## config.mk

```make
export PLATFORM = sky130hd
export DESIGN_NAME = uart_rx
export DESIGN_NICKNAME = d
export VERILOG_FILES = /design/src/rtl/uart_rx.sv
export SDC_FILE = /design/constraint.sdc
export NUM_CORES = 1
export LEC_CHECK = 0
export BUFFER_PORTS_ARGS = -buffer_cell sky130_fd_sc_hd__buf_2
export CAP_MARGIN = 20
export CORE_MARGIN = 10
export CORE_UTILIZATION = 56
export DETAILED_ROUTE_END_ITERATION = 10
export HOLD_SLACK_MARGIN = 0.05
export PLACE_DENSITY = 0.76
export REMOVE_ABC_BUFFERS = 1
export SYNTH_ARGS = -nofsm -noshare
export SYNTH_HDL_FRONTEND = slang
export SYNTH_SLANG_ARGS = --single-unit
```

## constraint.sdc

```tcl
create_clock -name clk -period 2.3 [get_ports clk]
set_clock_uncertainty 0.1 [all_clocks]
set_input_delay 0.23 -clock clk [delete_from_list [all_inputs] [get_ports clk]]
set_output_delay 0.23 -clock clk [all_outputs]
set_load 0.05 [all_outputs]
```

## src/rtl/uart_rx.sv

```systemverilog
// UART receiver: 2-flop synchronised line, mid-bit sampling, valid/ready output.
// Define UART_RX_PARITY_EN to add one even-parity bit between data and stop.
module uart_rx #(
  parameter int unsigned DATA_WIDTH   = 8,
  parameter int unsigned CLKS_PER_BIT = 16
) (
  input  logic                  clk,
  input  logic                  reset,
  input  logic                  serialIn,
  input  logic                  rxReady,
  output logic [DATA_WIDTH-1:0] rxData,
  output logic                  rxValid,
  output logic                  frameError,
  output logic                  overrun,
  output logic                  parityError
);

  localparam int unsigned CntW = $clog2(CLKS_PER_BIT);
  localparam int unsigned BitW = $clog2(DATA_WIDTH + 1);
  localparam logic [CntW-1:0] HalfLast = CntW'(CLKS_PER_BIT / 2 - 1);
  localparam logic [CntW-1:0] FullLast = CntW'(CLKS_PER_BIT - 1);
  localparam logic [BitW-1:0] BitLast  = BitW'(DATA_WIDTH - 1);

  typedef enum logic [2:0] {StIdle, StStart, StData, StParity, StStop} state_e;

  state_e                state_q, state_d;
  logic                  sync_q, rxs_q, rxs_dly_q;
  logic [CntW-1:0]       cnt_q, cnt_d;
  logic [BitW-1:0]       bit_q, bit_d;
  logic [DATA_WIDTH-1:0] shift_q, shift_d;
  logic                  done_q, done_d;
  logic                  stop_q, stop_d;
  logic [DATA_WIDTH-1:0] data_q, data_d;
  logic                  valid_q, valid_d;
  logic                  ferr_q, ferr_d;
  logic                  ovr_q, ovr_d;
  logic                  frame_perr;
  logic [DATA_WIDTH:0]   shift_ext;

  // Synchroniser resets high so reset release on an idle line looks idle.
  always_ff @(posedge clk or negedge reset) begin
    if (!reset) begin
      sync_q    <= 1'b1;
      rxs_q     <= 1'b1;
      rxs_dly_q <= 1'b1;
    end else begin
      sync_q    <= serialIn;
      rxs_q     <= sync_q;
      rxs_dly_q <= rxs_q;
    end
  end

  assign shift_ext = {rxs_q, shift_q};

`ifdef UART_RX_PARITY_EN
  logic par_q, par_d, perr_q, perr_d, perr_out_q, perr_out_d;
  assign frame_perr  = perr_q;
  assign parityError = perr_out_q;
`else
  assign frame_perr  = 1'b0;
  assign parityError = 1'b0;
`endif

  always_comb begin
    state_d = state_q;
    cnt_d   = cnt_q + 1'b1;
    bit_d   = bit_q;
    shift_d = shift_q;
    done_d  = 1'b0;
    stop_d  = stop_q;
`ifdef UART_RX_PARITY_EN
    par_d   = par_q;
    perr_d  = perr_q;
`endif
    unique case (state_q)
      StIdle: begin
        cnt_d = '0;
        if (!rxs_q && rxs_dly_q) begin
          state_d = StStart;
          bit_d   = '0;
`ifdef UART_RX_PARITY_EN
          par_d   = 1'b0;
          perr_d  = 1'b0;
`endif
        end
      end
      StStart: begin
        if (cnt_q == HalfLast) begin
          cnt_d   = '0;
          state_d = rxs_q ? StIdle : StData;
        end
      end
      StData: begin
        if (cnt_q == FullLast) begin
          cnt_d   = '0;
          shift_d = shift_ext[DATA_WIDTH:1];
          bit_d   = bit_q + 1'b1;
`ifdef UART_RX_PARITY_EN
          par_d   = par_q ^ rxs_q;
          if (bit_q == BitLast) state_d = StParity;
`else
          if (bit_q == BitLast) state_d = StStop;
`endif
        end
      end
`ifdef UART_RX_PARITY_EN
      StParity: begin
        if (cnt_q == FullLast) begin
          cnt_d   = '0;
          perr_d  = par_q ^ rxs_q;
          state_d = StStop;
        end
      end
`endif
      StStop: begin
        if (cnt_q == FullLast) begin
          cnt_d   = '0;
          stop_d  = rxs_q;
          done_d  = 1'b1;
          state_d = StIdle;
        end
      end
      default: state_d = StIdle;
    endcase
  end

  // Frame result is resolved one cycle after the stop sample.
  always_comb begin
    data_d  = data_q;
    valid_d = valid_q && !rxReady;
    ferr_d  = 1'b0;
    ovr_d   = 1'b0;
`ifdef UART_RX_PARITY_EN
    perr_out_d = done_q && perr_q;
`endif
    if (done_q) begin
      ferr_d = !stop_q;
      if (stop_q && !frame_perr) begin
        if (valid_q) begin
          ovr_d = 1'b1;
        end else begin
          data_d  = shift_q;
          valid_d = 1'b1;
        end
      end
    end
  end

  always_ff @(posedge clk or negedge reset) begin
    if (!reset) begin
      state_q <= StIdle;
      cnt_q   <= '0;
      bit_q   <= '0;
      shift_q <= '0;
      done_q  <= 1'b0;
      stop_q  <= 1'b0;
      data_q  <= '0;
      valid_q <= 1'b0;
      ferr_q  <= 1'b0;
      ovr_q   <= 1'b0;
`ifdef UART_RX_PARITY_EN
      par_q      <= 1'b0;
      perr_q     <= 1'b0;
      perr_out_q <= 1'b0;
`endif
    end else begin
      state_q <= state_d;
      cnt_q   <= cnt_d;
      bit_q   <= bit_d;
      shift_q <= shift_d;
      done_q  <= done_d;
      stop_q  <= stop_d;
      data_q  <= data_d;
      valid_q <= valid_d;
      ferr_q  <= ferr_d;
      ovr_q   <= ovr_d;
`ifdef UART_RX_PARITY_EN
      par_q      <= par_d;
      perr_q     <= perr_d;
      perr_out_q <= perr_out_d;
`endif
    end
  end

  assign rxData     = data_q;
  assign rxValid    = valid_q;
  assign frameError = ferr_q;
  assign overrun    = ovr_q;

endmodule

```

### Word-level counts from Yosys, hierarchy flattened

Cells that the tools add are included.

* output and inout port bits: 12
* bits of input ports: 4
* register bits after elaboration: 35
* word-level logic and storage cells: 62

* mux-type cells: 22
* bitwise logic cells: 1
* reduce and logical (&&, ||, !) cells: 13
* equal/unequal tests: 11
* add/sub/neg operators: 2

Operators with widths (count)
* two-way mux 4 bit: 4
* two-way mux 3 bit: 5
* one-hot mux 3 bit (4 select lines): 1
* one-hot mux 4 bit (3 select lines): 1
* inequality test 2 bit, second input constant: 5
* two-way mux 1 bit: 9
* adder 4 x 1 -> 4 bit, second input constant: 2
* equality test 4 x 3 -> 1 bit, second input constant: 2
* one-hot mux 4 bit (2 select lines): 1
* AND reduction 3 bit: 2
* AND reduction 5 bit: 1
* equality test 4 bit, second input constant: 1
* AND reduction 2 bit: 2
* equality test 3 x 1 -> 1 bit, second input constant: 1
* equality test 3 x 2 -> 1 bit, second input constant: 1
* equality test 3 bit, second input constant: 1
* zero test 1 bit: 3
* zero test 3 bit: 1
* logical AND 1 bit: 2
* two-way mux 2 bit: 1
* nonzero test 2 bit: 1
* OR reduction 2 bit: 1
* NOT 1 bit: 1

### Depth between registers and ports, before layout

Gate-level depths: netlist of the first run.

* word-level depth: 5
* mapped depth: 5

### Worst setup path after synthesis of the first run

OpenSTA, ideal clock, no wires.

* path kind: reg2reg
* start: reg cnt_q[0]
* end: reg cnt_q[0]
* cell stages (with the launch flop): 6
* path slack: 0.631 ns
* data required time: 2.106 ns
* buffers on the path: 1
* data arrival time: 1.475 ns
* period minus slack after synthesis: 1.669 ns
* cells stage by stage: dfrtp_1 > ha_1 > and3_1 > buf_2 > maj3_2 > a211oi_1

* cells in the longest elaborated chain, start to end: 3
* elaborated cells on any way between the ends: 6
* those cells by class: add/sub: 1; eq/ne: 2; mux: 3

Ends and longest elaborated chain
* start, declared: line 28 `logic [CntW-1:0] cnt_q, cnt_d;`
* start signal, assigned: line 168 `cnt_q <= cnt_d;`
* adder 4 x 1 -> 4 bit (tied with other cells): line 66 `cnt_d = cnt_q + 1'b1;`
* two-way mux 4 bit (on tied branches): line 94, 116, 88
* one-hot mux 4 bit (3 select lines) *: line 75 `unique case (state_q)`
* net cnt_d[0]: line 28

Mark *: on every way through the listed nets, which the timed path passes. The rest lies on a longest branch.
A chain may end at the register's enable or synchronous reset.

### Worst setup path after layout of the first run

* start: reg cnt_q[0]
* end: reg cnt_q[3]

The elaborated chain is that of the path after synthesis.

==> key figures, run 1 <==
Global route
  • GRT overflow: 0
  • All-layer global routing usage: 0.102
  • Initial antenna violation count: 0
  • Vias in the first global route: 949
  • First-pass GRT wire length: 4210 um
  • Largest net degree at the start of global routing: 36

Pwr
  • Switching portion of total power: 0.273
  • Leakage: 0.000879 uW
  • Internal power: 946 uW
  • Combinational Power Share: 0.110
  • Sequential Power Share: 0.550
  • Net Switching: 355 uW
  • Clock power share: 0.340
  • Pwr Density: 773 mW/mm^2
  • VDD IR max: 0.598 mV

Routing
  • Antenna viol nets, final: 0
  • Vias per cell: 5.58
  • DR vias: 882
  • Residual DRC: 0
  • Routed WL per cell: 15.8 um
  • Post-Route WL: 2490 um
  • First DRT Iteration DRCs: 24
  • First-pass detailed-route iteration total: 4

Yosys
  • Most common flop cell mapped by yosys: dfrtp_1
  • Netlist cell types: 37
  • FF+latch count, synth: 35
  • FFs w/ async S/R, synth: 1.00
  • Mapped cell area: 0.00148 sq mm
  • Post-synth EDFFs: 0
  • Seq/Total Area, Yosys: 0.596
  • YS warnings: 0
  • Mapped Cells: 105
  • Syn Area/Cell: 14.1 sq um

Worst setup path
  • Critical Path Start Type: flip-flop
  • Crit-path leading delay family: adder cells
  • Max incr delay on CP: 430 ps
  • WP depth: 4
  • Critical path capture point type: flip-flop
  • CP Cell Sequence: ha_1 -> and3_1 -> maj3_2 -> a211oi_1
  • CP arrival: 2000 ps
  • Critical Path End: cnt_q[3]$_DFF_PN0_
  • Reg2reg path depth: 4
  • Slowest cell on the critical path: dfrtp_1
  • RR Endpoint: cnt_q[3]$_DFF_PN0_
  • Critical path class: reg2reg
  • CP Data Required Time: 2440 ps
  • Reg2reg setup slack: 430 ps
  • Crit path from: cnt_q[0]$_DFF_PN0_
  • RR Startpoint: cnt_q[0]$_DFF_PN0_
  • Crit-path max FO: 7
  • Worst path buffer plus inverter count: 0

Clock tree
  • H-tree depth: 2
  • Post-CTS setup buffer count: 0
  • Worst skew pair latency: 340 ps
  • Num CTS Buffers: 5
  • Clock Sinks: 35
  • CTS tree: done
  • Post-cts gate resize count: 0
  • Clock-pin slew on the worst setup and hold paths: 120 ps
  • CTS Buffer Depth: 2
  • Clk root buf: clkbuf_4

Floorplan
  • Die area: 0.00509 sq mm
  • Row count: 18
  • I/O pin cnt: 16
  • Die Wd: 71.3 um
  • Core area: 0.00250 sq mm
  • Die H: 71.3 um
  • Initial Util: 0.591

Layout
  • Share of cells above drive strength 1: 0.367
  • Fill cells: 192
  • ANT cells: 0
  • Synth-to-Final Area Change: 14.0%
  • Total Nets Final: 133
  • Final core utilization: 0.673

STA
  • Final critical-path required period: 1870 ps
  • Worst slew pin tran: 748 ps
  • Fin crit share: 0.812
  • Post-Route Setup TNS: 0 ps
  • RSZ-0062 raised after global routing: no
  • Final hold violations: 0
  • Final setup viols: 0
  • Achievable Freq: 535 MHz
  • Worst relative slew slack: 0.502
  • Slew Limit Fails: 0

Flow run
  • Max_cap viols: 0

Placement
  • Final HPWL from detailed placement: 1730 um
  • Gpl congestion: 0.870
  • PortBufs: 14

Run status
  • Status: finished, final reports clean

Hold path
  • Hold Crit Class: reg2reg
-- worst min-delay path by stage --
stage               cells after the start                    to        startpoint
global placement                        1    cnt_q[2]$_DFF_PN0_             reset
global route                            0       rxs_q$_DFF_PN1_  sync_q$_DFF_PN1_
floorplan                               0  bit_q[0]$_DFFE_PN0P_             reset
CTS                                     0       rxs_q$_DFF_PN1_  sync_q$_DFF_PN1_
detailed placement                      1    cnt_q[3]$_DFF_PN0_             reset
finish                                  0       rxs_q$_DFF_PN1_  sync_q$_DFF_PN1_
-- layer usage --
metal  up-vias  GRT usage  wire length, um
li1        417          -                -
met1       435      0.117             1210
met2        23      0.160             1110
met3         7     0.0386              118
met4         0     0.0581               48
met5         -          0                0
-- final cells by class --
type,instances,area [sq um],share of cell area
Sequential cell,35,880,0.523
Multi-Input combinational cell,61,558,0.332
Timing Repair Buffer,17,100,0.0595
Clock inverter,3,43.8,0.0260
Clock buffer,5,37.5,0.0223
Tap cell,30,37.5,0.0223
Inverter,7,26.3,0.0156
-- cell usage in the layout, fill, tap and decap left out, types with 2 or more instances in the layout --
master         synthesis  final
a211oi_1               3      3
a31oi_1                2      2
and3_1                 3      3
buf_2                  1     14
clkbuf_4               0      5
dfrtp_1               32     32
dfstp_2                3      3
dlygate4sd3_1          0      3
ha_1                   2      2
inv_1                  7      7
mux2_2                 9      9
mux2_4                 8      8
mux2i_1                2      2
nand2_1                2      2
nand2b_1               2      2
nand3_1                5      5
xor2_1                 2      2
-- cells by family after synthesis --
group,Yosys count,synth area share
mux,19,0.164
simple gates,23,0.107
flops,35,0.596
xor+xnor,2,0.0119
other cells,1,0.00254
buf+inv,9,0.0263
compound gates,13,0.0686
fa+ha+maj,3,0.0246
-- synth_stat cells, types with 2 or more instances --
library cell	number	area share
mux2_4	8	0.081
ha_1	2	0.017
mux2i_1	2	0.014
xor2_1	2	0.012
dfstp_2	3	0.053
dfrtp_1	32	0.54
a211oi_1	3	0.015
and3_1	3	0.013
mux2_2	9	0.069
nand2_1	2	0.0051
a31oi_1	2	0.0085
nand2b_1	2	0.0085
inv_1	7	0.018
nand3_1	5	0.017
-- power by group through the flow --
| stage | registers (uW) | logic [uW] | clock network [uW] |
|---|---|---|---|
| after global placement | 721 | 126 | 0 |
| final | 715 | 144 | 442 |
| after global routing | 719 | 157 | 478 |
| after CTS | 712 | 144 | 450 |
| after detailed placement | 725 | 139 | 0 |
| after floorplan | 711 | 102 | 0 |
-- per-stage QoR --
stage | std cells | hold slack [ps] | power (uW) | setup WS [ps] | cell area [sq um]
after floorplan | 103 | -166 | 813 | 668 | 1460
after detailed placement | 147 | 236 | 864 | 482 | 1570
final | 158 | 265 | 1300 | 432 | 1680
after global placement | 147 | 226 | 847 | 610 | 1570
after CTS | 158 | 265 | 1310 | 443 | 1680
after global routing | 158 | 271 | 1350 | 367 | 1680
-- state kept, by name, indices dropped and copies added, names as in the netlist --
| signal | cells |
|---|---|
| rxs_q | 1 |
| stop_q | 1 |
| rxData | 8 |
| overrun | 1 |
| bit_q | 4 |
| shift_q | 8 |
| sync_q | 1 |
| done_q | 1 |
| rxValid | 1 |
| frameError | 1 |
| cnt_q | 4 |
| state_q | 3 |
| rxs_dly_q | 1 |
-- worst reg2reg max path, cell delays in order, from the launching register on --
cell and delay (ps):
dfrtp_1 430, ha_1 260, and3_1 310, maj3_2 370
a211oi_1 290
-- what timing repair did --
item	CTS	global route
hold endpoints to repair	34	0
endpoints found under the setup margin	0	0
hold buffers	3	0
No activity file was read; power rests on OpenSTA's default activity.
==> run 2: changes to the inputs <==
ABC_AREA = 1   (was default)
CORE_UTILIZATION = 51   (was 56)
PLACE_DENSITY = 0.72   (was 0.76)
clock period = 1.7 ns   (was 2.3 ns; I/O delays follow)
==> key figures, run 2 <==
Yosys
  • Cell taking the most area after synthesis: dfrtp_1
  • Most common flop cell mapped by yosys: dfrtp_1
  • Netlist cell types: 30
  • Mapped Cells: 160
  • FF+latch count, synth: 35
  • Top cell type's share of synthesized area: 0.514
  • Count leader, synth: nand2_1
  • Synth Area in Adders: 0.0161
  • Synth top cells by count: 34 x nand2_1, 32 x dfrtp_1, 19 x inv_1, 10 x nor2_1
  • Post-synth EDFFs: 0
  • Mapped cell area: 0.00156 sq mm
  • Top cells by area, synth: dfrtp_1 51%, nand2_1 8.2%, dfstp_2 5.1%
  • Fraction of synthesized cell area in xor and xnor cells: 0.0112
  • Synth Area in Compound Gates: 0.0899
  • FFs w/ async S/R, synth: 1.00
  • Seq/Total Area, Yosys: 0.564
  • Syn Area/Cell: 9.74 sq um
  • YS warnings: 0
  • Combinational family with the most area after synthesis: simple AND/OR/NAND/NOR gates
  • Post-Synth Simple-Gate Area: 0.235
  • Mux cell area share after synthesis: 0.00722

Layout
  • Commonest non-fill, non-tap cell in the layout: nand2_1
  • Total Nets Final: 188
  • Final core utilization: 0.592
  • ANT cells: 0
  • Post-route cell area: 0.00176 sq mm
  • Most frequent cells in the layout: 34 x nand2_1, 32 x dfrtp_1, 19 x inv_1, 14 x buf_2, 10 x nor2_1
  • Synth-to-Final Area Change: 13.1%
  • Share of cells above drive strength 1: 0.279
  • Final cell count without fillers: 216

STA
  • Worst relative slew slack: 0.498
  • Post-Route Setup TNS: 0 ps
  • Final critical-path required period: 1540 ps
  • Final hold violations: 0
  • Fin crit share: 0.905
  • Slew Limit Fails: 0
  • RSZ-0062 raised after global routing: no
  • Worst slew pin tran: 752 ps
  • Achievable Freq: 650 MHz
  • Final setup viols: 0

Global route
  • Initial antenna violation count: 0
  • Largest net degree at the start of global routing: 36
  • Vias in the first global route: 1094
  • GRT overflow: 0
  • First-pass GRT wire length: 4820 um
  • All-layer global routing usage: 0.113

Worst setup path
  • Reg2reg path depth: 7
  • CP arrival: 1670 ps
  • Critical Path Start Type: flip-flop
  • Critical path capture point type: flip-flop
  • Crit-path max FO: 4
  • Critical path class: reg2reg
  • CP Data Required Time: 1830 ps

Floorplan
  • Core area: 0.00298 sq mm
  • I/O pin cnt: 16
  • Row count: 20
  • Die H: 75.3 um
  • Die Wd: 75.3 um
  • Initial Util: 0.524
  • Die area: 0.00567 sq mm

Placement
  • PortBufs: 14
  • Final HPWL from detailed placement: 1980 um
  • DP Cell Count: 205
  • Gpl congestion: 0.878
  • Post-DP Area: 0.00165 sq mm

Pwr
  • Pwr Density: 1190 mW/mm^2
  • Leakage: 0.000891 uW
  • VDD IR max: 0.655 mV
  • Power, Total: 2090 uW

Routing
  • First DRT Iteration DRCs: 63
  • Post-Route WL: 2790 um
  • Antenna viol nets, final: 0
  • Residual DRC: 0
  • Routed WL per cell: 12.9 um
  • DR vias: 1094
  • First-pass detailed-route iteration total: 4
  • Vias per cell: 5.06

Clock tree
  • Worst skew pair latency: 340 ps
  • Post-cts gate resize count: 0
  • Clock-pin slew on the worst setup and hold paths: 110 ps
  • Clk root buf: clkbuf_4
  • Clock Sinks: 35
  • H-tree depth: 2
  • CTS Buffer Depth: 2
  • Num CTS Buffers: 5
  • Post-CTS setup buffer count: 0
  • CTS tree: done

Hold path
  • Hold Crit Class: reg2reg
  • Hold Path Depth: 0

Run status
  • Status: finished, final reports clean

Flow run
  • Max_cap viols: 0
## run 2: cell types whose count changed after synthesis, sizes merged, moves of 3 or more
cell    delta
nand3      +5
o21ai     +16
mux2      -16
nor2      +13
and3       -3
nand2     +37
inv       +16
a211oi     -3
## run 2: path summary, 6_finish.rpt
check | from | to | slack, ps
setup reg to reg | cnt_q[0]$_DFF_PN0_ | cnt_q[1]$_DFF_PN0_ | 160
min in group asynchronous | reset | shift_q[7]$_DFFE_PN0P_ | 320
setup / recovery | cnt_q[0]$_DFF_PN0_ | cnt_q[1]$_DFF_PN0_ | 160
hold / removal | sync_q$_DFF_PN1_ | rxs_q$_DFF_PN1_ | 260
max in group asynchronous | reset | shift_q[0]$_DFFE_PN0P_ | 700
hold reg to reg | sync_q$_DFF_PN1_ | rxs_q$_DFF_PN1_ | 260
## run 2: final cells by class
class                           instances  area, sq um
Fill cell                             270         1210
Sequential cell                        35          880
Multi-Input combinational cell         99          564
Timing Repair Buffer                   18          108
Inverter                               23         88.8
Clock inverter                          3         43.8
Tap cell                               33         41.3
Clock buffer                            5         37.5
## run 2: cell families (layout without fill, tap and decap cells)
kind of cell | Yosys count | after routing
multiplexers | 1 | 1
AO/OA/AOI/OAI | 21 | 21
XOR/XNOR | 2 | 2
AND/OR/NAND/NOR | 72 | 72
flip-flops | 35 | 35
buffers and inverters | 26 | 49
adder cells (fa/ha/maj) | 2 | 2
other | 1 | 1
## run 2: routing by layer
metal,global-route usage,part of all wire,vias up
li1,-,-,552
met1,0.123,0.43,519
met2,0.187,0.50,18
met3,0.0430,0.050,5
met4,0.0598,0.018,0
met5,0,0,-
## run 2: stage by stage
stage	worst slack, ps	hold WS (ps)
after floorplan	86.9	-226
after global placement	274	168
after detailed placement	191	178
after CTS	161	263
after global routing	28.2	267
final	162	263
## run 2: worst max-delay path, stage by stage (launching register included)
cell and delay (ps):
dfrtp_1 410, ha_1 220, nand2_2 90, nor2_4 170, inv_2 90, nand2_2 100, nand3_1 100, and2_1 160
## run 2: what timing repair did
item                                    CTS  global route
hold buffers                              3             0
endpoints found under the setup margin    0             0
endpoints found under the hold margin    34             0
## run 2: power by group
part	internal (uW)	switching, uW	leakage (uW)	total [uW]
clock network	309	285	0.0000452	595
logic	175	285	0.000388	460
registers	945	90.3	0.000458	1040
==> run 3: changes to the inputs <==
CORE_UTILIZATION = 57   (was 51)
PLACE_DENSITY = 0.76   (was 0.72)
clock period = 1.5 ns   (was 1.7 ns; I/O delays follow)
==> key figures, run 3 (synthesis gave the netlist of run 2 again) <==
Run status
  • Status: finished, final reports clean

Layout
  • Synth-to-Final Area Change: 16.6%
  • Post-route cell area: 0.00182 sq mm
  • Share of cells above drive strength 1: 0.312
  • Final core utilization: 0.714
  • Total Nets Final: 194
  • Commonest non-fill, non-tap cell in the layout: nand2_1
  • ANT cells: 0
  • Most frequent cells in the layout: 33 x nand2_1, 32 x dfrtp_1, 19 x inv_1, 14 x buf_2, 10 x nor2_1
  • Fill cells: 197

Routing
  • Antenna viol nets, final: 0
  • DR vias: 1091
  • Post-Route WL: 2780 um
  • Residual DRC: 0
  • Routed WL per cell: 12.7 um
  • First DRT Iteration DRCs: 71
  • Vias per cell: 4.98
  • First-pass detailed-route iteration total: 4

STA
  • Fin crit share: 0.964
  • Hold WS: 148 ps
  • Achievable Freq: 691 MHz
  • Final hold violations: 0
  • Slew Limit Fails: 0
  • Final setup viols: 0
  • Worst setup margin: 53.6 ps
  • Post-Route Setup TNS: 0 ps
  • Final critical-path required period: 1450 ps

Worst setup path
  • CP Cell Sequence: ha_2 -> nand2_2 -> nor2_4 -> inv_2 -> nand2_4 -> nand3_1 -> and2_1
  • Crit-path max FO: 4
  • Worst path buffer plus inverter count: 1
  • CP Data Required Time: 1630 ps
  • Critical path class: reg2reg
  • Reg2reg setup slack: 50 ps
  • Critical Path End: cnt_q[1]$_DFF_PN0_
  • WP depth: 7
  • Crit path from: cnt_q[0]$_DFF_PN0_
  • RR Endpoint: cnt_q[1]$_DFF_PN0_
  • RR Startpoint: cnt_q[0]$_DFF_PN0_
  • Reg2reg path depth: 7
  • Crit-path leading delay family: simple AND/OR/NAND/NOR gates
  • CP arrival: 1570 ps
  • Slowest cell on the critical path: dfrtp_1
  • Max incr delay on CP: 390 ps
  • Critical path capture point type: flip-flop
  • Critical Path Start Type: flip-flop

Clock tree
  • Num CTS Buffers: 5
  • Worst skew pair latency: 340 ps
  • Clk root buf: clkbuf_4
  • CTS tree: done
  • Clock Sinks: 35
  • CTS Buffer Depth: 2
  • H-tree depth: 2
  • Clock-pin slew on the worst setup and hold paths: 110 ps

Floorplan
  • Row count: 18
  • Core area: 0.00254 sq mm
  • Initial Util: 0.613
  • Die area: 0.00523 sq mm
  • I/O pin cnt: 16
  • Die H: 72.3 um
  • Die Wd: 72.3 um

Pwr
  • Pwr Density: 1280 mW/mm^2
  • VDD IR max: 1.07 mV
  • Leakage: 0.000914 uW

Flow run
  • Max_cap viols: 0

Global route
  • GRT overflow: 0
  • Vias in the first global route: 1089
  • Largest net degree at the start of global routing: 21
  • Initial antenna violation count: 0
  • First-pass GRT wire length: 4840 um
  • All-layer global routing usage: 0.114

Placement
  • Gpl congestion: 0.887
  • Final HPWL from detailed placement: 2060 um
  • Post-DP Area: 0.00168 sq mm
  • Pre-CTS WS: 34.5 ps
  • PortBufs: 14

Hold path
  • Hold Crit Class: in2async
## run 3: stage by stage
step,cells,total power [uW]
6_report,219,2330
5_1_grt,219,2490
4_1_cts,215,2260
3_5_place_dp,204,1710
3_3_place_gp,204,1670
2_1_floorplan,157,1580
## run 3: worst min path at each step
stage	startpoint	endpoint	slack [ps]
finish	reset	rxData[0]$_DFFE_PN0P_	150
global route	reset	rxData[0]$_DFFE_PN0P_	160
CTS	reset	rxData[0]$_DFFE_PN0P_	150
detailed placement	reset	rxData[0]$_DFFE_PN0P_	-9
global placement	reset	rxData[0]$_DFFE_PN0P_	-20
floorplan	reset	bit_q[0]$_DFFE_PN0P_	-250
## run 3: power by group
part	switching [uW]	internal [uW]	total, uW	leakage, uW
sequential	94.8	1070	1170	0.000458
combinational	350	259	609	0.000421
clock	320	231	551	0.0000345
total	765	1560	2330	0.000914
## run 3: area by class of cell
| type | count | area (sq um) | area share |
|---|---|---|---|
| Inverter | 23 | 88.8 | 0.0489 |
| Timing Repair Buffer | 24 | 165 | 0.0908 |
| Sequential cell | 35 | 880 | 0.484 |
| Tap cell | 30 | 37.5 | 0.0206 |
| Clock inverter | 2 | 16.3 | 0.00895 |
| Multi-Input combinational cell | 99 | 579 | 0.319 |
| Clock buffer | 6 | 51.3 | 0.0282 |
## run 3: routing by layer
metal  part of all wire  vias to the layer above  routed length (um)  track usage
li1                   -                      558                   -            -
met1               0.46                      511                1280        0.133
met2               0.48                       18                1350        0.184
met3              0.045                        4                 126       0.0463
met4              0.011                        0                  31       0.0409
met5                  0                        -                   0            0
## run 3: worst reg2reg max path, cell delays in order (launching register included)
cell and delay (ps):
dfrtp_1 390, ha_2 200, nand2_2 80, nor2_4 180, inv_2 100, nand2_4 80, nand3_1 80, and2_1 140
## run 3: what timing repair did
item / in CTS / in global routing
resized for setup: 0 / 4
endpoints found under the hold margin: 34 / 0
buffers inserted: 0 / 4
hold buffers: 3 / 0
endpoints found under the setup margin: 0 / 7
